--- src/rtl/seg7_scan_driver.sv ---
// seg7_scan_driver: multiplexed 7-segment display driver with a sequential double-dabble
// binary-to-BCD engine, leading-zero blanking, decimal points, overflow dash and lamp test.
module seg7_scan_driver #(
   parameter int NUM_DIGITS = 4,
   parameter int IN_WIDTH   = 14,
   parameter int SCAN_DIV   = 1,
   parameter int BLANK_LZ   = 1
) (
   input  logic                  clk_16k,
   input  logic                  rst,
   input  logic [IN_WIDTH-1:0]   A,
   input  logic                  load,
   output logic                  busy,
   input  logic [NUM_DIGITS-1:0] dp,
   input  logic                  test,
   output logic [6:0]            OL,
   output logic                  DP,
   output logic [NUM_DIGITS-1:0] DIG,
   output logic                  overflow
);

   localparam int BCD_W = 4 * NUM_DIGITS;
   localparam int IDX_W = (NUM_DIGITS > 1) ? $clog2(NUM_DIGITS) : 1;
   localparam int PS_W  = (SCAN_DIV > 1) ? $clog2(SCAN_DIV) : 1;
   localparam int CNT_W = $clog2(IN_WIDTH + 1);

   localparam logic [31:0]      OVF_LIMIT = 32'(10 ** NUM_DIGITS);
   localparam logic [IDX_W-1:0] IDX_TOP   = IDX_W'(NUM_DIGITS - 1);
   localparam logic [PS_W-1:0]  PS_TOP    = PS_W'(SCAN_DIV - 1);
   localparam logic [CNT_W-1:0] CNT_LAST  = CNT_W'(IN_WIDTH - 1);

   typedef enum logic [0:0] {
      ST_IDLE  = 1'b0,
      ST_SHIFT = 1'b1
   } state_t;

   function automatic logic [6:0] seg_decode(input logic [3:0] digit);
      logic [6:0] seg;
      case (digit)
         4'd0:    seg = 7'b1111110;
         4'd1:    seg = 7'b0110000;
         4'd2:    seg = 7'b1101101;
         4'd3:    seg = 7'b1111001;
         4'd4:    seg = 7'b0110011;
         4'd5:    seg = 7'b1011011;
         4'd6:    seg = 7'b1011111;
         4'd7:    seg = 7'b1110000;
         4'd8:    seg = 7'b1111111;
         4'd9:    seg = 7'b1111011;
         default: seg = 7'b0000000;
      endcase
      return seg;
   endfunction

   function automatic logic [BCD_W-1:0] dabble_adjust(input logic [BCD_W-1:0] bcd);
      logic [BCD_W-1:0] adj;
      adj = bcd;
      for (int k = 0; k < NUM_DIGITS; k++) begin
         if (bcd[4*k +: 4] >= 4'd5) begin
            adj[4*k +: 4] = bcd[4*k +: 4] + 4'd3;
         end else begin
            adj[4*k +: 4] = bcd[4*k +: 4];
         end
      end
      return adj;
   endfunction

   state_t                  state_r;
   state_t                  state_nx_s;
   logic                    accept_s;
   logic                    step_s;
   logic                    last_step_s;
   logic [IN_WIDTH-1:0]     bin_r;
   logic [IN_WIDTH-1:0]     bin_step_s;
   logic [BCD_W-1:0]        bcd_r;
   logic [BCD_W-1:0]        bcd_adj_s;
   logic [BCD_W-1:0]        bcd_step_s;
   logic                    bcd_carry_s;
   logic [BCD_W-1:0]        disp_bcd_r;
   logic [CNT_W-1:0]        cnt_r;
   logic                    ovf_pend_r;
   logic                    overflow_r;
   logic [31:0]             a_ext_s;
   logic [PS_W-1:0]         ps_r;
   logic [IDX_W-1:0]        idx_r;
   logic [NUM_DIGITS-1:0]   lz_s;
   logic                    lz_run_s;
   logic [3:0]              nibble_s;
   logic                    blank_s;
   logic [6:0]              ol_s;
   logic                    dp_s;
   logic [NUM_DIGITS-1:0]   dig_s;
   logic [6:0]              ol_r;
   logic                    dp_r;
   logic [NUM_DIGITS-1:0]   dig_r;

   // Conversion FSM state register
   always_ff @(posedge clk_16k) begin
      if (rst) begin
         state_r <= ST_IDLE;
      end else begin
         state_r <= state_nx_s;
      end
   end

   // Conversion FSM next-state logic
   always_comb begin
      state_nx_s = state_r;
      case (state_r)
         ST_IDLE:  state_nx_s = load ? ST_SHIFT : ST_IDLE;
         ST_SHIFT: state_nx_s = (cnt_r == CNT_LAST) ? ST_IDLE : ST_SHIFT;
         default:  state_nx_s = ST_IDLE;
      endcase
   end

   // Conversion FSM decoded controls
   always_comb begin
      accept_s    = 1'b0;
      step_s      = 1'b0;
      last_step_s = 1'b0;
      case (state_r)
         ST_IDLE:  accept_s = load;
         ST_SHIFT: begin
            step_s      = 1'b1;
            last_step_s = (cnt_r == CNT_LAST);
         end
         default:  accept_s = 1'b0;
      endcase
   end

   assign busy = (state_r == ST_SHIFT);

   assign a_ext_s    = 32'(A);
   assign bcd_adj_s  = dabble_adjust(bcd_r);
   assign {bcd_carry_s, bcd_step_s} = {bcd_adj_s, bin_r[IN_WIDTH-1]};
   assign bin_step_s = bin_r << 1'b1;

   // Double-dabble datapath and display registers
   always_ff @(posedge clk_16k) begin
      if (rst) begin
         bin_r      <= '0;
         bcd_r      <= '0;
         cnt_r      <= '0;
         ovf_pend_r <= 1'b0;
         disp_bcd_r <= '0;
         overflow_r <= 1'b0;
      end else if (accept_s) begin
         bin_r      <= A;
         bcd_r      <= '0;
         cnt_r      <= '0;
         ovf_pend_r <= (a_ext_s >= OVF_LIMIT);
      end else if (step_s) begin
         // a carry out of the top nibble can only happen for out-of-range values
         bin_r      <= bin_step_s;
         bcd_r      <= bcd_step_s;
         cnt_r      <= cnt_r + 1'b1;
         ovf_pend_r <= ovf_pend_r | bcd_carry_s;
         if (last_step_s) begin
            disp_bcd_r <= bcd_step_s;
            overflow_r <= ovf_pend_r | bcd_carry_s;
         end
      end
   end

   // Scan prescaler and digit index
   always_ff @(posedge clk_16k) begin
      if (rst) begin
         ps_r  <= '0;
         idx_r <= IDX_TOP;
      end else if (ps_r == PS_TOP) begin
         ps_r  <= '0;
         idx_r <= (idx_r == '0) ? IDX_TOP : (idx_r - 1'b1);
      end else begin
         ps_r  <= ps_r + 1'b1;
      end
   end

   // Leading-zero map: bit i set when digit i and every digit above it are zero
   always_comb begin
      lz_s     = '0;
      lz_run_s = 1'b1;
      for (int i = NUM_DIGITS - 1; i >= 0; i--) begin
         lz_run_s = lz_run_s & (disp_bcd_r[4*i +: 4] == 4'd0);
         lz_s[i]  = lz_run_s;
      end
   end

   assign nibble_s = disp_bcd_r[{idx_r, 2'b00} +: 4];
   assign blank_s  = (BLANK_LZ != 0) && (idx_r != '0) && lz_s[idx_r];

   // Segment and decimal-point selection with test > overflow > blank > decode priority
   always_comb begin
      ol_s = 7'b0000000;
      dp_s = dp[idx_r];
      if (test) begin
         ol_s = 7'b1111111;
         dp_s = 1'b1;
      end else if (overflow_r) begin
         ol_s = 7'b0000001;
      end else if (blank_s) begin
         ol_s = 7'b0000000;
      end else begin
         ol_s = seg_decode(nibble_s);
      end
   end

   // One-hot select for the current index
   always_comb begin
      dig_s        = '0;
      dig_s[idx_r] = 1'b1;
   end

   // Segment, point and select registered together so they change on the same edge
   always_ff @(posedge clk_16k) begin
      if (rst) begin
         ol_r  <= 7'b0000000;
         dp_r  <= 1'b0;
         dig_r <= '0;
      end else begin
         ol_r  <= ol_s;
         dp_r  <= dp_s;
         dig_r <= dig_s;
      end
   end

   assign OL       = ol_r;
   assign DP       = dp_r;
   assign DIG      = dig_r;
   assign overflow = overflow_r;

endmodule

--- config.mk ---
export PLATFORM = sky130hd
export DESIGN_NAME = seg7_scan_driver
export DESIGN_NICKNAME = d
export VERILOG_FILES = /design/src/rtl/seg7_scan_driver.sv
export SDC_FILE = /design/constraint.sdc
export NUM_CORES = 1
export LEC_CHECK = 0
export CAP_MARGIN = 20
export CORE_AREA = 3 3 141 75
export DETAILED_ROUTE_END_ITERATION = 8
export DIE_AREA = 0 0 144 78
export PLACE_DENSITY_LB_ADDON = 0.15
export SLEW_MARGIN = 20
export SYNTH_ARGS = -nofsm -noshare
export SYNTH_HDL_FRONTEND = slang
export SYNTH_SLANG_ARGS = --single-unit
--- constraint.sdc ---
create_clock -name clk_16k -period 1.8 [get_ports clk_16k]
set_input_delay 0.27 -clock clk_16k [delete_from_list [all_inputs] [get_ports clk_16k]]
set_output_delay 0.27 -clock clk_16k [all_outputs]
set_load 0.01 [all_outputs]
==> results of run 1 <==
## tightest hold or removal path: stages, from the launching register on
cell and delay [ps]:
dfxtp_1 320, nand2_1 60, a21oi_1 50
## layout make-up
type / count / area (µm²)
Clock buffer: 10 / 239
Clock inverter: 6 / 87.6
Fill cell: 904 / 5040
Inverter: 17 / 66.3
Multi-Input combinational cell: 262 / 1830
Sequential cell: 68 / 1370
Tap cell: 121 / 151
Timing Repair Buffer: 60 / 579
## cell usage after synthesis (2+ instances only)
cell type  count
nand4_1        2
a211oi_1      18
xor2_1         2
buf_6          2
inv_1         17
dfxtp_1       68
a311oi_1       3
mux2i_1       31
nor2b_1        5
ha_1          19
buf_1          5
nand3_1        6
nand2_1       25
o21ai_0       12
clkbuf_1      12
nor3_1         3
mux4_2         5
a21oi_1       40
nor3b_1        4
nand2b_1       4
xnor2_1        5
or4_1          3
nor2_1        63
or2_2          2
## layout by cell type, fill, tap and decap left out, drive strengths merged, types with 10 or more instances in the layout
master	netlist	layout
dfxtp	68	68
nor2	63	63
a21oi	41	41
clkdlybuf4s50	0	35
mux2i	31	31
nand2	25	25
buf	8	25
ha	19	19
a211oi	18	18
inv	17	17
o21ai	13	13
clkbuf	12	10
## what timing repair did
item | in CTS | in global routing
gates cloned | 0 | 0
gates resized for setup | 8 | 9
pin swaps | 5 | 5
hold buffers | 0 | 0
buffers inserted | 3 | 7
endpoints found under the setup margin | 6 | 9
## kinds of logic (layout without fill, tap and decap cells)
logic type | after synthesis | count (layout)
compound gates | 78 | 78
xor+xnor | 7 | 7
fa+ha+maj | 19 | 19
buf+inv | 37 | 93
flops | 68 | 68
mux | 37 | 37
other cells | 1 | 1
simple gates | 120 | 120
## report_power, final
part           switching [mW]  total, mW  internal (mW)
logic                   0.180      0.380          0.199
clock network           0.653       1.90           1.25
registers              0.0369       1.59           1.56
## metrics by stage
stage / utilization [%] / setup slack, ps / setup TNS (ps) / hold WS [ps] / power [mW]
floorplan: - / 0.217 / 0 / 391 / 1.83
global placement: 41.1 / 3.03 / 0 / 469 / 1.98
detailed placement: 41.1 / -41.9 / -123 / 474 / 1.99
CTS: 45.2 / -1.57 / -1.57 / 482 / 3.93
global route: 46.2 / -58.5 / -125 / 496 / 4.04
finish: 46.2 / 36.2 / 0 / 477 / 3.87
## sequential cells by signal (all words and copies together) (netlist names), 2 cells and up
| register | count |
|---|---|
| DIG | 4 |
| OL | 7 |
| bcd_r | 16 |
| bin_r | 14 |
| cnt_r | 4 |
| disp_bcd_r | 16 |
| idx_r | 2 |
## worst max path at each step
stage	from	end	slack [ps]	depth (start not counted)
after floorplan	idx_r[1]$_SDFFE_PP1N_	OL[4]$_SDFF_PP0_	0.2	7
after global routing	idx_r[0]$_SDFFE_PP1N_	OL[2]$_SDFF_PP0_	-60	6
after CTS	idx_r[0]$_SDFFE_PP1N_	OL[4]$_SDFF_PP0_	-2	7
final	idx_r[0]$_SDFFE_PP1N_	OL[2]$_SDFF_PP0_	40	6
after global placement	idx_r[0]$_SDFFE_PP1N_	OL[4]$_SDFF_PP0_	3	7
after detailed placement	idx_r[0]$_SDFFE_PP1N_	OL[5]$_SDFF_PP0_	-40	7
## layer usage
metal  vias up  track usage [%]  part of all wire, %
met4         0             5.73                  1.7
li1       1370                -                    -
met2        59             21.0                   45
met3        12             4.86                  4.7
met5         -                0                    0
met1      1274             17.6                   49
==> metrics, run 1 <==
status finished, final reports clean; Avg Inst Size Synth between 8 and 9 µm²; CTS clk-pin slew, worst paths 50 ps; Setup crit end kind register; CTS tree yes; Die Width 144 µm; hold crit path type reg2reg; Hold Startpoint disp_bcd_r[2]$_SDFFE_PP0P_; Iter 0 DRT Violations 139; largest family of logic cells by synthesized area simple AND/OR/NAND/NOR gates; Nets 459; I/O pin count 36; CP top delay family multiplexers; clock buffer count from CTS 9; CP Class reg2reg; largest net degree at the start of global routing 50; hold path depth 2; Worst Hold Endpoint disp_bcd_r[2]$_SDFFE_PP0P_; RSZ-0062 raised after global routing yes; XOR/XNOR Fraction of Synth Area ~1.9%; Hold Violations, Final 0; final setup violation count 0; GPL Wtd Cong 0.892; vias per cell about 5.0; Final Max Slew Viols 0; wirelength, routed 7.49 mm; Rel. slew slack 64.8%; Largest stage delay, worst path 580 ps; mux contribution to synthesized area ~13%; FF-to-FF End OL[2]$_SDFF_PP0_; Post-synth top flop dfxtp_1; vias in the first global route 2596; Reg2Reg Setup Slack 40 ps; first-pass GRT wire length 12.2 mm; diodes inserted 0; Arrival @ worst endpoint 2010 ps; H-tree depth 3; synthesized area 0.00327 mm²; Die Ht between 70 and 80 µm; top-area cell type share of the netlist area 41.6%; Synthesized Nets slightly above 400; WL/cell 13.8 µm; # DRC 0; Port Buffer Count 35; max-cap viol count 0; post-synthesis cell type count 35; worst reg2reg path depth 6; sequential share of the synthesized area 41.6%; Post-synth EDFFs 0; Fmax 567 MHz; gr usage total 13.7%; CTS Sinks 68; Synth Area in Adders 7.27%; Cells after Synth 367; Slew @ Worst Pin 527 ps; placed cell count roughly 520; Core Region approximately 0.0094 mm²; #FFs+latches synth 68; GRT Residual Overflow 0; share of post-route cells with drive strength above 1 15.6%; Final Critical Period 1760 ps; Worst Path Required about 2100 ps; Async SR Flop Fraction 0%; initial antenna violation count 0; Worst Clk Skew between 5 and 6 ps; period utilization 98.0%; cell taking the most area after synthesis dfxtp_1; post-synthesis compound-gate area fraction 14.7%; Post-Synth Simple-Gate Area between 10% and 20%; post-route ant nets 0; reg2reg start idx_r[0]$_SDFFE_PP1N_; Final Non-Filler Cells between 500 and 600; Peak VDD IR around 0.00049 V; CP Max Fanout 6; number of synthesis warnings 0; via count around 2700; ranking of synthesized cells by area dfxtp_1 42%, mux2i_1 9.5%, ha_1 7.3%, nor2_1 7.2%, a21oi_1 6.1%; CTS root buf clkbuf_16; starting density of the core 35.0%; PwrDens 897 mW/mm²; Critical-path top delay cell mux4_2; Max clock buf depth 2; post-route cell area 0.00432 mm²; post-detail-place hpwl slightly above 5 mm; Area Overhead vs Synth 32.0%; FP Rows 25; placed instance area between 0.003 and 0.004 mm²; CP bufs+invs 1; Die ar. ~0.011 mm²; drt first pass iters 4; worst-path cell chain mux4_2 -> inv_2 -> ha_4 -> nor2b_4 -> mux2i_1 -> a211oi_1; clock latency on the worst-skew pair about 340 ps; leakage power total about 1.7 nW; critical path launch point type register
(Power assumes the default switching activity.)
==> inputs of run 2 (changes only) <==
==> constraint.sdc (replaced) <==
create_clock -name clk_16k -period 1.8 [get_ports clk_16k]
set_input_delay 0.27 -clock clk_16k [delete_from_list [all_inputs] [get_ports clk_16k]]
set_output_delay 0.27 -clock clk_16k [all_outputs]
set_load 0.005 [all_outputs]
==> metrics, run 2 (synthesized netlist as in run 1, its figures left out) <==
crit path capture OL[5]$_SDFF_PP0_; via count roughly 2700; Iter 0 DRT Violations about 130; post-detail-place hpwl roughly 5.2 mm; PwrDens 906 mW/mm²; Arrival @ worst endpoint 1960 ps; status finished, final reports clean; CTS Sinks 68; vias in the first global route 2544; Nets approximately 460; Fmax 570 MHz; FP Rows 25; Die Width 144 µm; top flop regs bcd_r: 16 flops, disp_bcd_r: 16 flops, bin_r: 14 flops; Worst Clk Skew 7.46 ps; Critical-path top delay cell or4_4; CP bufs+invs 1; Max clock buf depth 2; diodes inserted 0; Slew @ Worst Pin ~570 ps; RSZ-0062 raised after global routing yes; Final Max Slew Viols 0; initial antenna violation count 0; Area Overhead vs Synth 31.6%; Reg2Reg Setup Slack approximately 45 ps; GRT Residual Overflow 0; # DRC 0; Rel. slew slack approximately three fifths; Critical Path Stages 7; gr usage total about 14%; Die ar. between 0.01 and 0.015 mm²; final setup violation count 0; worst-path cell chain inv_2 -> ha_4 -> or4_4 -> nor2_4 -> a41oi_4 -> a21oi_4 -> a311oi_1; worst reg2reg path depth 7; CP Class reg2reg; clock latency on the worst-skew pair 340 ps; hold crit path type reg2reg; CTS clk-pin slew, worst paths about 50 ps; share of post-route cells with drive strength above 1 14.8%; reg2reg start idx_r[0]$_SDFFE_PP1N_; clock buffer count from CTS 9; max-cap viol count 0; most frequent cells in the layout 66 x dfxtp_1, 62 x nor2_1, 40 x a21oi_1; Die Ht 78 µm; starting density of the core 35.0%; Worst Path Required 2010 ps; CP Max Fanout 6; setup TNS 0 ps; most common cell after layout, fill and taps aside dfxtp_1; critical path launch point type register; CP top delay family simple AND/OR/NAND/NOR gates; crit path launch idx_r[0]$_SDFFE_PP1N_; hold slack a little under 500 ps; drt first pass iters 4; leakage power total 1.67 nW; H-tree depth 3; Final Non-Filler Cells 540; largest net degree at the start of global routing 39; WL/cell around 14 µm; first-pass GRT wire length 12.2 mm; Final Critical Period roughly 1800 ps; wirelength, routed 7.36 mm; Largest stage delay, worst path roughly 420 ps; vias per cell 4.93; Core Region ~0.0094 mm²; Peak VDD IR 0.000410 V; GPL Wtd Cong 0.902; Hold Violations, Final 0; Setup crit end kind register; Port Buffer Count 35; CTS root buf clkbuf_16; CTS tree yes; I/O pin count 36; period utilization 97.5%; post-route ant nets 0; FF-to-FF End OL[5]$_SDFF_PP0_; placed cell count 518
## run 2: final cells by class
| class | instances | area, µm² |
|---|---|---|
| Fill cell | 899 | 5050 |
| Multi-Input combinational cell | 262 | 1830 |
| Sequential cell | 68 | 1370 |
| Timing Repair Buffer | 56 | 549 |
| Clock buffer | 11 | 253 |
| Tap cell | 121 | 151 |
| Clock inverter | 5 | 83.8 |
| Inverter | 17 | 63.8 |
## run 2: worst min path at each step
stage,start,to,depth (start not counted)
detailed placement,disp_bcd_r[2]$_SDFFE_PP0P_,disp_bcd_r[2]$_SDFFE_PP0P_,2
CTS,disp_bcd_r[2]$_SDFFE_PP0P_,disp_bcd_r[2]$_SDFFE_PP0P_,2
global placement,disp_bcd_r[2]$_SDFFE_PP0P_,disp_bcd_r[2]$_SDFFE_PP0P_,2
finish,disp_bcd_r[14]$_SDFFE_PP0P_,disp_bcd_r[14]$_SDFFE_PP0P_,2
global route,disp_bcd_r[2]$_SDFFE_PP0P_,disp_bcd_r[2]$_SDFFE_PP0P_,2
floorplan,test,DP$_SDFF_PP0_,2
## run 2: report_power, final
part	leakage (nW)	switching, mW	internal [mW]
Sequential	0.555	0.0361	1.56
Combinational	0.959	0.173	0.199
Clock	0.158	0.643	1.29
Total	1.67	0.852	3.05
## run 2: per-stage QoR
step           setup slack [ps]  cell area, µm²  utilization (%)  power, mW
3_5_place_dp              -27.7            3840             41.1       1.98
4_1_cts                    3.24            4190             44.8       3.95
5_1_grt                   -17.9            4300             46.0       4.09
2_1_floorplan             0.217            3280                -       1.82
6_report                   44.6            4300             46.0       3.90
3_3_place_gp               4.78            3840             41.1       1.97
## run 2: repair_timing
item	in CTS	in global routing
resized for setup	1	15
setup endpoints to repair	6	7
setup buffers	1	5
pin swaps	1	6
endpoints found under the hold margin	0	0
hold buffers	0	0
gates cloned	0	0
## run 2: worst reg2reg max path, cell delays in order, from the launching register on
cell,delay [ps]
dfxtp_4,390
inv_2,60
ha_4,150
or4_4,420
nor2_4,140
a41oi_4,140
a21oi_4,260
a311oi_1,70
## run 2: metal layers
metal | GRT usage, % | part of all wire, % | wire [µm]
met2 | 20.7 | 45 | 3310
met1 | 17.8 | 50 | 3640
met3 | 5.30 | 4.4 | 321
met5 | 0 | 0 | 0
met4 | 5.64 | 1.0 | 76
